### src/rtl/mem_stage_pkg.sv
// Shared types for the memory-access stage: decoded instruction flags, operand pair,
// FSM states and the access-size encoding used by the lane aligner.
package mem_stage_pkg;

  typedef struct packed {
    logic add;
    logic sub;
    logic lb;
    logic lh;
    logic lw;
    logic lbu;
    logic lhu;
    logic sb;
    logic sh;
    logic sw;
  } instructions;

  typedef struct packed {
    logic [31:0] rs1;
    logic [31:0] rs2;
  } regvpair;

  typedef enum logic [1:0] {IDLE, REQ, WAIT, DONE} state_t;

  typedef enum logic [1:0] {BYTE, HALF, WORD} size_t;

  typedef struct packed {
    size_t size;
    logic  is_unsigned;
  } access_t;

  function automatic logic is_load(instructions i);
    return i.lb | i.lh | i.lw | i.lbu | i.lhu;
  endfunction

  function automatic logic is_store(instructions i);
    return i.sb | i.sh | i.sw;
  endfunction

  function automatic access_t decode_access(instructions i);
    access_t a;
    a.is_unsigned = i.lbu | i.lhu;
    if (i.lh | i.lhu | i.sh)
      a.size = HALF;
    else if (i.lw | i.sw)
      a.size = WORD;
    else
      a.size = BYTE;
    return a;
  endfunction

endpackage

### src/rtl/mem_stage_if.sv
// Valid/ready request, valid-only response memory port between the stage and memory.
interface mem_stage_if #(parameter int ADDR_W = 32) ();
  logic              mem_req_valid;
  logic              mem_req_ready;
  logic              mem_we;
  logic [ADDR_W-1:0] mem_addr;
  logic [31:0]       mem_wdata;
  logic [3:0]        mem_wstrb;
  logic              mem_resp_valid;
  logic [31:0]       mem_rdata;

  modport master (
    output mem_req_valid, mem_we, mem_addr, mem_wdata, mem_wstrb,
    input  mem_req_ready, mem_resp_valid, mem_rdata
  );

  modport slave (
    input  mem_req_valid, mem_we, mem_addr, mem_wdata, mem_wstrb,
    output mem_req_ready, mem_resp_valid, mem_rdata
  );
endinterface

### src/rtl/mem_lane_align.sv
// Combinational byte-lane steering: store strobes/data, load extraction with sign
// extension, and alignment checking for a given access size and address offset.
module mem_lane_align
  import mem_stage_pkg::*;
(
  input  size_t       i_size,
  input  logic        i_is_unsigned,
  input  logic [1:0]  i_off,
  input  logic [31:0] i_rs2,
  input  logic [31:0] i_rdata,
  output logic [3:0]  o_wstrb,
  output logic [31:0] o_wdata,
  output logic [31:0] o_load_data,
  output logic        o_misaligned
);
  logic [31:0] w_shifted;

  assign w_shifted = i_rdata >> {i_off, 3'b000};

  always_comb begin
    o_wstrb      = '0;
    o_wdata      = '0;
    o_load_data  = '0;
    o_misaligned = 1'b0;
    case (i_size)
      BYTE: begin
        o_wstrb     = 4'b0001 << i_off;
        o_wdata     = {4{i_rs2[7:0]}};
        o_load_data = i_is_unsigned ? {24'b0, w_shifted[7:0]}
                                    : {{24{w_shifted[7]}}, w_shifted[7:0]};
      end
      HALF: begin
        o_wstrb      = 4'b0011 << i_off;
        o_wdata      = {2{i_rs2[15:0]}};
        o_load_data  = i_is_unsigned ? {16'b0, w_shifted[15:0]}
                                     : {{16{w_shifted[15]}}, w_shifted[15:0]};
        o_misaligned = i_off[0];
      end
      WORD: begin
        o_wstrb      = 4'hF;
        o_wdata      = i_rs2;
        o_load_data  = i_rdata;
        o_misaligned = |i_off;
      end
      default: ;
    endcase
  end
endmodule

### src/rtl/mem_stage.sv
// Memory-access stage: issues one load/store per start pulse over the memory port,
// or passes the ALU result through, and reports a single-cycle completion.
module mem_stage
  import mem_stage_pkg::*;
#(
  parameter int ADDR_W = 32
) (
  input  logic         clk,
  input  logic         rstn,
  input  logic         enabled,
  input  instructions  instr,
  input  regvpair      register,
  input  logic [31:0]  arg,
  output logic         completed,
  output logic [31:0]  result,
  output logic         load_misaligned,
  output logic         store_misaligned,
  output logic         busy,
  mem_stage_if.master  mem
);
  state_t            r_state, w_state_next;
  access_t           r_acc;
  logic [1:0]        r_off;
  logic              r_is_load;
  logic              r_req_valid, r_we;
  logic [ADDR_W-1:0] r_addr;
  logic [31:0]       r_wdata, r_result;
  logic [3:0]        r_wstrb;
  logic              r_load_mis, r_store_mis;

  access_t     w_live_acc, w_acc;
  logic        w_load, w_store, w_mem_op;
  logic [1:0]  w_off;
  logic [31:0] w_addr_full, w_wdata, w_load_data;
  logic [3:0]  w_wstrb;
  logic        w_misaligned;
  logic        w_unused;

  assign w_live_acc  = decode_access(instr);
  assign w_load      = is_load(instr);
  assign w_store     = is_store(instr);
  assign w_mem_op    = w_load | w_store;
  assign w_addr_full = {arg[31:2], 2'b00};
  assign w_unused    = ^{instr.add, instr.sub, register.rs1};

  // Live fields drive the aligner while idle; latched fields once an access is in flight.
  assign w_acc = (r_state == IDLE) ? w_live_acc : r_acc;
  assign w_off = (r_state == IDLE) ? arg[1:0]   : r_off;

  mem_lane_align u_align (
    .i_size        (w_acc.size),
    .i_is_unsigned (w_acc.is_unsigned),
    .i_off         (w_off),
    .i_rs2         (register.rs2),
    .i_rdata       (mem.mem_rdata),
    .o_wstrb       (w_wstrb),
    .o_wdata       (w_wdata),
    .o_load_data   (w_load_data),
    .o_misaligned  (w_misaligned)
  );

  always_ff @(posedge clk or negedge rstn) begin
    if (!rstn) r_state <= IDLE;
    else       r_state <= w_state_next;
  end

  always_comb begin
    w_state_next = r_state;
    case (r_state)
      IDLE:    if (enabled) w_state_next = (w_mem_op && !w_misaligned) ? REQ : DONE;
      REQ:     if (mem.mem_req_ready) w_state_next = WAIT;
      WAIT:    if (mem.mem_resp_valid) w_state_next = DONE;
      DONE:    w_state_next = IDLE;
      default: w_state_next = IDLE;
    endcase
  end

  always_ff @(posedge clk or negedge rstn) begin
    if (!rstn) begin
      r_acc       <= '{size: BYTE, is_unsigned: 1'b0};
      r_off       <= '0;
      r_is_load   <= 1'b0;
      r_req_valid <= 1'b0;
      r_we        <= 1'b0;
      r_addr      <= '0;
      r_wdata     <= '0;
      r_wstrb     <= '0;
      r_result    <= '0;
      r_load_mis  <= 1'b0;
      r_store_mis <= 1'b0;
    end else begin
      case (r_state)
        IDLE: if (enabled) begin
          r_acc       <= w_live_acc;
          r_off       <= arg[1:0];
          r_is_load   <= w_load;
          r_load_mis  <= w_load & w_misaligned;
          r_store_mis <= w_store & w_misaligned;
          if (!w_mem_op) begin
            r_result <= arg;
          end else if (w_misaligned) begin
            r_result <= '0;
          end else begin
            r_req_valid <= 1'b1;
            r_we        <= w_store;
            r_addr      <= w_addr_full[ADDR_W-1:0];
            r_wdata     <= w_store ? w_wdata : '0;
            r_wstrb     <= w_store ? w_wstrb : '0;
          end
        end
        REQ:  if (mem.mem_req_ready) r_req_valid <= 1'b0;
        // Stores complete on the acknowledge and leave a zero result.
        WAIT: if (mem.mem_resp_valid) r_result <= r_is_load ? w_load_data : '0;
        DONE: begin
          r_load_mis  <= 1'b0;
          r_store_mis <= 1'b0;
        end
        default: ;
      endcase
    end
  end

  assign completed        = (r_state == DONE);
  assign busy             = (r_state != IDLE);
  assign result           = r_result;
  assign load_misaligned  = r_load_mis;
  assign store_misaligned = r_store_mis;
  assign mem.mem_req_valid = r_req_valid;
  assign mem.mem_we        = r_we;
  assign mem.mem_addr      = r_addr;
  assign mem.mem_wdata     = r_wdata;
  assign mem.mem_wstrb     = r_wstrb;
endmodule

### src/flat_wrapper.sv
// flat-port wrapper written by rule: the top's interface ports become plain ports
module mem_stage_flat import mem_stage_pkg::*;
#(
  parameter int ADDR_W = 32
)
  (clk, rstn, enabled, instr, register, arg, completed, result, load_misaligned, store_misaligned, busy, mem_mem_req_valid, mem_mem_we, mem_mem_addr, mem_mem_wdata, mem_mem_wstrb, mem_mem_req_ready, mem_mem_resp_valid, mem_mem_rdata);
  mem_stage_if #(.ADDR_W(ADDR_W)) mem_i ();
  input  logic clk;
  input  logic rstn;
  input  logic enabled;
  input  instructions instr;
  input  regvpair register;
  input  logic [31:0] arg;
  output logic completed;
  output logic [31:0] result;
  output logic load_misaligned;
  output logic store_misaligned;
  output logic busy;
  output wire logic [$bits(mem_i.mem_req_valid)-1:0] mem_mem_req_valid;
  output wire logic [$bits(mem_i.mem_we)-1:0] mem_mem_we;
  output wire logic [$bits(mem_i.mem_addr)-1:0] mem_mem_addr;
  output wire logic [$bits(mem_i.mem_wdata)-1:0] mem_mem_wdata;
  output wire logic [$bits(mem_i.mem_wstrb)-1:0] mem_mem_wstrb;
  input wire logic [$bits(mem_i.mem_req_ready)-1:0] mem_mem_req_ready;
  input wire logic [$bits(mem_i.mem_resp_valid)-1:0] mem_mem_resp_valid;
  input wire logic [$bits(mem_i.mem_rdata)-1:0] mem_mem_rdata;
  assign mem_mem_req_valid = mem_i.mem_req_valid;
  assign mem_mem_we = mem_i.mem_we;
  assign mem_mem_addr = mem_i.mem_addr;
  assign mem_mem_wdata = mem_i.mem_wdata;
  assign mem_mem_wstrb = mem_i.mem_wstrb;
  assign mem_i.mem_req_ready = mem_mem_req_ready;
  assign mem_i.mem_resp_valid = mem_mem_resp_valid;
  assign mem_i.mem_rdata = mem_mem_rdata;
  mem_stage #(.ADDR_W(ADDR_W)) u_core (.clk(clk), .rstn(rstn), .enabled(enabled), .instr(instr), .register(register), .arg(arg), .completed(completed), .result(result), .load_misaligned(load_misaligned), .store_misaligned(store_misaligned), .busy(busy), .mem(mem_i));
endmodule
### config.mk
export PLATFORM = sky130hd
export DESIGN_NAME = mem_stage_flat
export DESIGN_NICKNAME = d
export VERILOG_FILES = /design/src/rtl/mem_stage_pkg.sv /design/src/rtl/mem_stage_if.sv /design/src/rtl/mem_lane_align.sv /design/src/rtl/mem_stage.sv /design/src/flat_wrapper.sv
export SDC_FILE = /design/constraint.sdc
export NUM_CORES = 1
export LEC_CHECK = 0
export ABC_AREA = 1
export CORE_MARGIN = 2
export CORE_UTILIZATION = 23
export DETAILED_ROUTE_END_ITERATION = 12
export GPL_TIMING_DRIVEN = 0
export SKIP_LAST_GASP = 1
export SLEW_MARGIN = 0
export SYNTH_ARGS = -nofsm -noshare
export SYNTH_HDL_FRONTEND = slang
export SYNTH_SLANG_ARGS = --single-unit
### constraint.sdc
create_clock -name clk -period 4.7 [get_ports clk]
set_input_delay 1.175 -clock clk [delete_from_list [all_inputs] [get_ports clk]]
set_output_delay 1.175 -clock clk [all_outputs]
set_load 0.01 [all_outputs]
== Yosys cells after proc, flatten, opt, wreduce, memory -nomap -nowiden ==
Index checks and enable logic that the tools add are counted.
Widths: inputs -> output; s select.

* Register bits: 110
* Output and inout port bits: 106
* Logic and storage cells: 88

* Eq/ne operators: 11
* Shift operators: 3
* Muxes and demuxes: 32
* Bitwise gates (word level): 14
* Reduce and logical (&&, ||, !) cells: 15

{| class="wikitable"
|+ Operators by type and width
! cell !! number
|-
| $mux 32 || 8
|-
| $pmux 32 s3 || 2
|-
| $pmux 32 s2 || 1
|-
| $shr 32x5->16 || 1
|-
| $mux 2 || 7
|-
| $pmux 4 s3 || 1
|-
| $or 1x1->1 || 11
|-
| $ne 2x2->1 const B || 4
|-
| $pmux 1 s2 || 4
|-
| $pmux 2 s4 || 1
|-
| $reduce_and 4->1 || 2
|-
| $reduce_bool 2->1 || 4
|-
| $eq 2x2->1 const B || 3
|-
| $mux 1 || 6
|-
| $reduce_and 5->1 || 1
|-
| $eq 2x1->1 const B || 2
|-
| $logic_not 2->1 || 2
|-
| $mux 4 || 1
|-
| $reduce_and 2->1 || 2
|-
| $shl 1x2->4 const A || 1
|-
| $shl 2x2->4 const A || 1
|-
| $mux 3 || 1
|-
| $ne 3x3->1 const B || 1
|-
| $reduce_and 3->1 || 1
|-
| 6 further kinds || 7
|}

== Logic depth before layout (Yosys ltp) ==
* Depth after elaboration: 11
* Mapped depth: 18
* Gate-level depth less buffers: 15

== Hierarchy ==
From an unflattened synthesis, not the netlist that was laid out.

* Cell total of the unflattened synthesis: 985
* Area, all modules: 6794.0 µm²

{| class="wikitable"
|+ Modules (own cells, without submodules)
! module !! times used !! cells an instance !! area an instance (µm²) !! sequential area each (µm²)
|-
| mem_stage || 1 || 629 || 5066.1 || 2752.6
|-
| mem_lane_align || 1 || 356 || 1727.9 || 0.0
|}

== Least setup slack after synthesis ==
No wires, ideal clock.

* Kind: input port to flip-flop
* Start point: in instr[1] (netlist name)
* End point: reg u_core.r_addr[10], in the netlist u_core.mem.mem_addr[10]
* Arrival: 3144 ps
* Data required time: 4581 ps
* Slack: 1437 ps
* Cell stages on the path: 13
* Path buffers: 3
* Cells stage by stage: nor3_1 > o21ai_0 > o21ai_1 > ha_1 > clkbuf_1 > inv_1 > nand2_2 > nand3_4 > nand2_4 > nor2_4 > buf_6 > buf_6 > o21a_1

* Longest elaborated chain between the ends: 7

{| class="wikitable"
|+ RTL lines
! item !! line !! RTL
|-
| from (decl) || flat_wrapper.sv:11 || <nowiki>input instructions instr;</nowiki>
|-
| $or 1x1->1 || mem_stage_pkg.sv:43 || <nowiki>if (i.lh | i.lhu | i.sh)</nowiki>
|-
| $mux 2 || mem_stage_pkg.sv:43 ||
|-
| $mux 3 || mem_stage.sv:47 || <nowiki>assign w_acc = (r_state == IDLE) ? w_live_acc : r_acc;</nowiki>
|-
| $eq 2x2->1 or $eq 2x1->1 (tied branches) || mem_lane_align.sv:25 || <nowiki>case (i_size)</nowiki>
|-
| $pmux 1 s2 || mem_lane_align.sv:25 ||
|-
| $not 1->1 (no line) || -- ||
|-
| $reduce_and 4->1 (no line) * || -- ||
|-
| to (signal assigned) || mem_stage.sv:106 || <nowiki>r_addr <= w_addr_full[ADDR_W-1:0];</nowiki>
|-
| to (decl) || mem_stage.sv:26 || <nowiki>logic [ADDR_W-1:0] r_addr;</nowiki>
|}

Every way passes the cells marked *; elsewhere a longest branch is shown, timed or not.
A chain may end at the register's enable or synchronous reset.

== Worst setup path after layout ==
* Start point: in instr[1] (netlist name)
* End point: reg u_core.r_result[28], in the netlist u_core.result[28]

* Longest elaborated chain between the ends: 8

{| class="wikitable"
|+ RTL lines
! item !! line !! RTL
|-
| $or 1x1->1 || mem_stage_pkg.sv:43 ||
|-
| $mux 2 || mem_stage_pkg.sv:43 ||
|-
| $mux 3 || mem_stage.sv:47 ||
|-
| $eq 2x2->1, or another cell as far along || mem_lane_align.sv:25 ||
|-
| $pmux 32 s3 || mem_lane_align.sv:25 ||
|-
| $mux 32 (2 in series) || mem_stage.sv:113 || <nowiki>WAIT: if (mem.mem_resp_valid) r_result <= r_is_load ? w_load_data : '0;</nowiki>
|-
| $pmux 32 s2 || mem_stage.sv:92 || <nowiki>case (r_state)</nowiki>
|-
| to (signal assigned) || mem_stage.sv:100 || <nowiki>r_result <= arg;</nowiki>
|-
| to (signal assigned) || mem_stage.sv:113 ||
|-
| to (decl) || mem_stage.sv:27 || <nowiki>logic [31:0] r_wdata, r_result;</nowiki>
|}

Several ways; a longest one is shown, not always the timed one. The select of a mux whose other input is x is not followed.

==> impl_metrics.csv <==
group,metric,value,unit
power_and_ir_drop,peakVddDrop,0.215,mV
sta,period_minus_slack,4140,ps
yosys,ys_seq_elements,110,
detailed_routing,remaining_drc_errors,0,
sta,max-slew-margin-rel,58.8,%
grt,met3_usage,4.07,%
floorplanning,die_h,170,um
clock_network,clock_sinks,110,
yosys,syn_area_per_cell,7.26,sq um
grt,grtUsageTotal,16.9,%
sta,skew,12.4,ps
grt,use_met2,27.6,%
cells_and_area,layout-drive-gt1-share,7.05,%
floorplanning,die_x,170,um
detailed_routing,drt_iter0_markers,435,
detailed_routing,vias,6632,
grt,grt_pass1_wl,37300,um
placement,hpwlAfterDp,19500,um
floorplanning,io_pins,249,
floorplanning,core_area,27000,sq um
placement,portBuffers,212,
clock_network,cts.reportedPaths.clkPinSlew,80,ps
cells_and_area,fill_cells,2875,
sta,tns,0,ps
worst_hold_path,hold_class,"flop to flop",
detailed_routing,ant_nets,0,
setup_path,cp_data_arrival_time,4430,ps
grt,antenna_found_initial,4,
cells_and_area,layoutNonFillerInstCount,1451,
detailed_routing,drt_first_pass_iters,7,
yosys,netlist_area,6360,sq um
power_and_ir_drop,leakage,0.00430,uW
yosys,yosys_warnings,0,
grt,grt_pass1_vias,6550,
grt,grt_max_degree,66,
clock_network,ctsHoldBuffers,0,
clock_network,htreeDepth,3,
setup_path,end_kind,"flop",
clock_network,tritoncts,"yes",
sta,setup_viol,0,
setup_path,crit_fanout,10,
sta,worst_pin_slew,614,ps
detailed_routing,wire_per_inst,16.9,um
floorplanning,die_area,29000,sq um
clock_network,clock_path_buffers,2,
setup_path,crit_type,"primary input to flop",
clock_network,insertion_delay,370,ps
detailed_routing,wl,24500,um
floorplanning,start_util,23.5,%
clock_network,cts_inserted_buffers,9,
setup_path,cp_slowest_cell,"o21ai_1",
sta,hold_violations,0,
floorplanning,rows,60,
clock_network,cts_root_buf,"clkbuf_16",
yosys,postSynthCellCount,876,
sta,period_share,88.1,%
outcome,status,"completed",
run,maxCapViolCount,0,
power_and_ir_drop,powerDensity,687,nW/um^2
setup_path,cpMostUsedCell,"nand2_2",
setup_path,start_kind,"primary input",
clock_network,post_cts_buffers,0,
sta,rsz0062_at_grt,"no",
setup_path,slowest_delay,520,ps
grt,use_met1,21.9,%
sta,max_freq,241,MHz
grt,gr-total-overflow,0,
sta,slew_viol_final,0,
placement,dpl.cell_count,1431,
yosys,ys_seq_area_share,43.3,%
detailed_routing,avgViaCountPerCell,4.57,
yosys,ys_types,36,
placement,gp_congestion,0.835,
setup_path,critPathBufInv,5,
clock_network,cts_resized,0,
cells_and_area,area_growth,45.5,%
cells_and_area,finalNetCount,1253,
setup_path,crit_family,"buffers and inverters",
grt,top_usage_layer,"met2",
setup_path,required,4990,ps
setup_path,cp_cell_sequence,"clkdlybuf4s50_1 > nor3_1 > o21ai_0 > o21ai_1 > ha_1 > clkbuf_1 > inv_1 > nand2_2 > nand3_4 > nand2_4 > nand2_2 > inv_2 > buf_6 > nor2_1 > a21oi_1",
[synthesized netlist by cell type]
library cell	n	area share, %
o211ai_1	1	0.12
a32oi_1	1	0.14
buf_1	1	0.059
o21ai_0	94	7.4
a21oi_1	28	2.2
o21a_1	25	3.0
clkbuf_2	1	0.079
nand3_1	63	5.0
nand3_2	2	0.31
clkbuf_1	17	1.0
inv_1	87	5.1
inv_2	2	0.12
buf_6	9	1.6
nand2_2	8	0.79
o22ai_1	1	0.098
a22oi_1	7	0.83
nor3_1	2	0.16
nor2_1	93	5.5
nor2_2	1	0.098
mux2_2	1	0.18
nand3_4	1	0.28
nand2_4	3	0.53
nor2_4	2	0.35
ha_1	9	1.8
o21ai_1	31	2.4
conb_1	1	0.059
a211oi_1	1	0.12
nand4_2	1	0.20
or2_2	2	0.20
clkinv_1	1	0.059
dfrtp_1	110	43
buf_2	21	1.7
nand4_1	7	0.69
nand2_1	236	14
buf_4	5	0.59
o21ai_2	1	0.14
[sequential cells by signal (all words and copies together) (netlist names)]
| signal | count |
|---|---|
| u_core.mem.mem_wdata | 32 |
| u_core.result | 32 |
| u_core.mem.mem_addr | 30 |
| u_core.mem.mem_wstrb | 4 |
| u_core.r_acc | 3 |
| u_core.r_off | 2 |
| u_core.r_state | 2 |
| u_core.load_misaligned | 1 |
| u_core.mem.mem_req_valid | 1 |
| u_core.mem.mem_we | 1 |
| u_core.r_is_load | 1 |
| u_core.store_misaligned | 1 |
[cells in the final DEF (no fill, tap or decap), types with 2 or more instances in the layout]
| master | n |
|---|---|
| a21oi_1 | 28 |
| clkbuf_1 | 17 |
| inv_1 | 87 |
| or2_2 | 2 |
| clkinv_4 | 2 |
| o21ai_1 | 31 |
| dfrtp_1 | 110 |
| o21ai_0 | 94 |
| a22oi_1 | 7 |
| clkbuf_16 | 9 |
| nand4_1 | 7 |
| nor2_1 | 93 |
| nand3_1 | 63 |
| buf_2 | 21 |
| ha_1 | 9 |
| clkdlybuf4s50_1 | 211 |
| buf_6 | 10 |
| o21a_1 | 25 |
| diode_2 | 4 |
| inv_6 | 2 |
| nand3_2 | 2 |
| inv_8 | 2 |
| nor2_4 | 2 |
| conb_1 | 2 |
| nor3_1 | 2 |
| nand2_2 | 8 |
| inv_2 | 2 |
| nand2_4 | 3 |
| nand2_1 | 236 |
| buf_4 | 5 |
[final timing paths]
path / start / end / slack (ps) / cells after the start
worst max-delay path: instr[1] / u_core.result[28] / 560 / 15
worst min-delay path: u_core.r_is_load / u_core.r_is_load / 500 / 2
worst max register to register: u_core.r_state[1] / u_core.result[28] / 1350 / 16
worst min register to register: u_core.r_is_load / u_core.r_is_load / 500 / 2
max in group asynchronous: rstn / u_core.mem.mem_addr[23] / 3270 / 2
min in group asynchronous: rstn / u_core.r_state[1] / 730 / 1
[kinds of logic after synthesis]
logic type | synth area share [%]
and+or+nand+nor | 28.0
AOI/OAI and AO/OA | 16.4
buffers and inverters | 10.3
DFF | 43.3
adders and majority gates | 1.77
muxes | 0.177
other | 0.0590
[layer usage]
layer	wire, um	share of wire (%)
met1	10900	44
met2	11400	47
met3	1720	7.0
met4	463	1.9
met5	13	0.053
[metrics by stage]
step           hold WS, ps  utilization [%]  power [uW]  instance area, sq um  setup WS (ps)
5_1_grt                511             34.2        6920                  9240            193
6_report               496             34.2        6350                  9250            559
3_5_place_dp           473             33.1        5610                  8940            133
4_1_cts                493             34.2        6420                  9240            503
2_1_floorplan          453                -        3860                  6360           1440
3_3_place_gp           466             33.0        5550                  8910          -2170
[power breakdown]
group / internal (uW) / leakage [uW] / switching, uW / total [uW]
sequential: 1400 / 0.00135 / 249 / 1650
clock: 379 / 0.000147 / 409 / 788
combinational: 1680 / 0.00281 / 2230 / 3910
[layout make-up]
cell class / count / area (sq um) / area share (%)
timing repair buffer: 213 / 2150 / 23.3
multi-input combinational: 623 / 2960 / 32.0
sequential: 110 / 2750 / 29.8
buffer: 54 / 317 / 3.42
inverter: 90 / 338 / 3.65
antenna: 4 / 10.0 / 0.108
tap: 341 / 427 / 4.61
clock buffer: 9 / 225 / 2.44
clock inverter: 7 / 73.8 / 0.798
[worst min-delay path, cell delays in order (launching register included)]
cell	delay [ps]
dfrtp_1	350
nand2_1	50
o21ai_0	60
(Power assumes the default switching activity.)
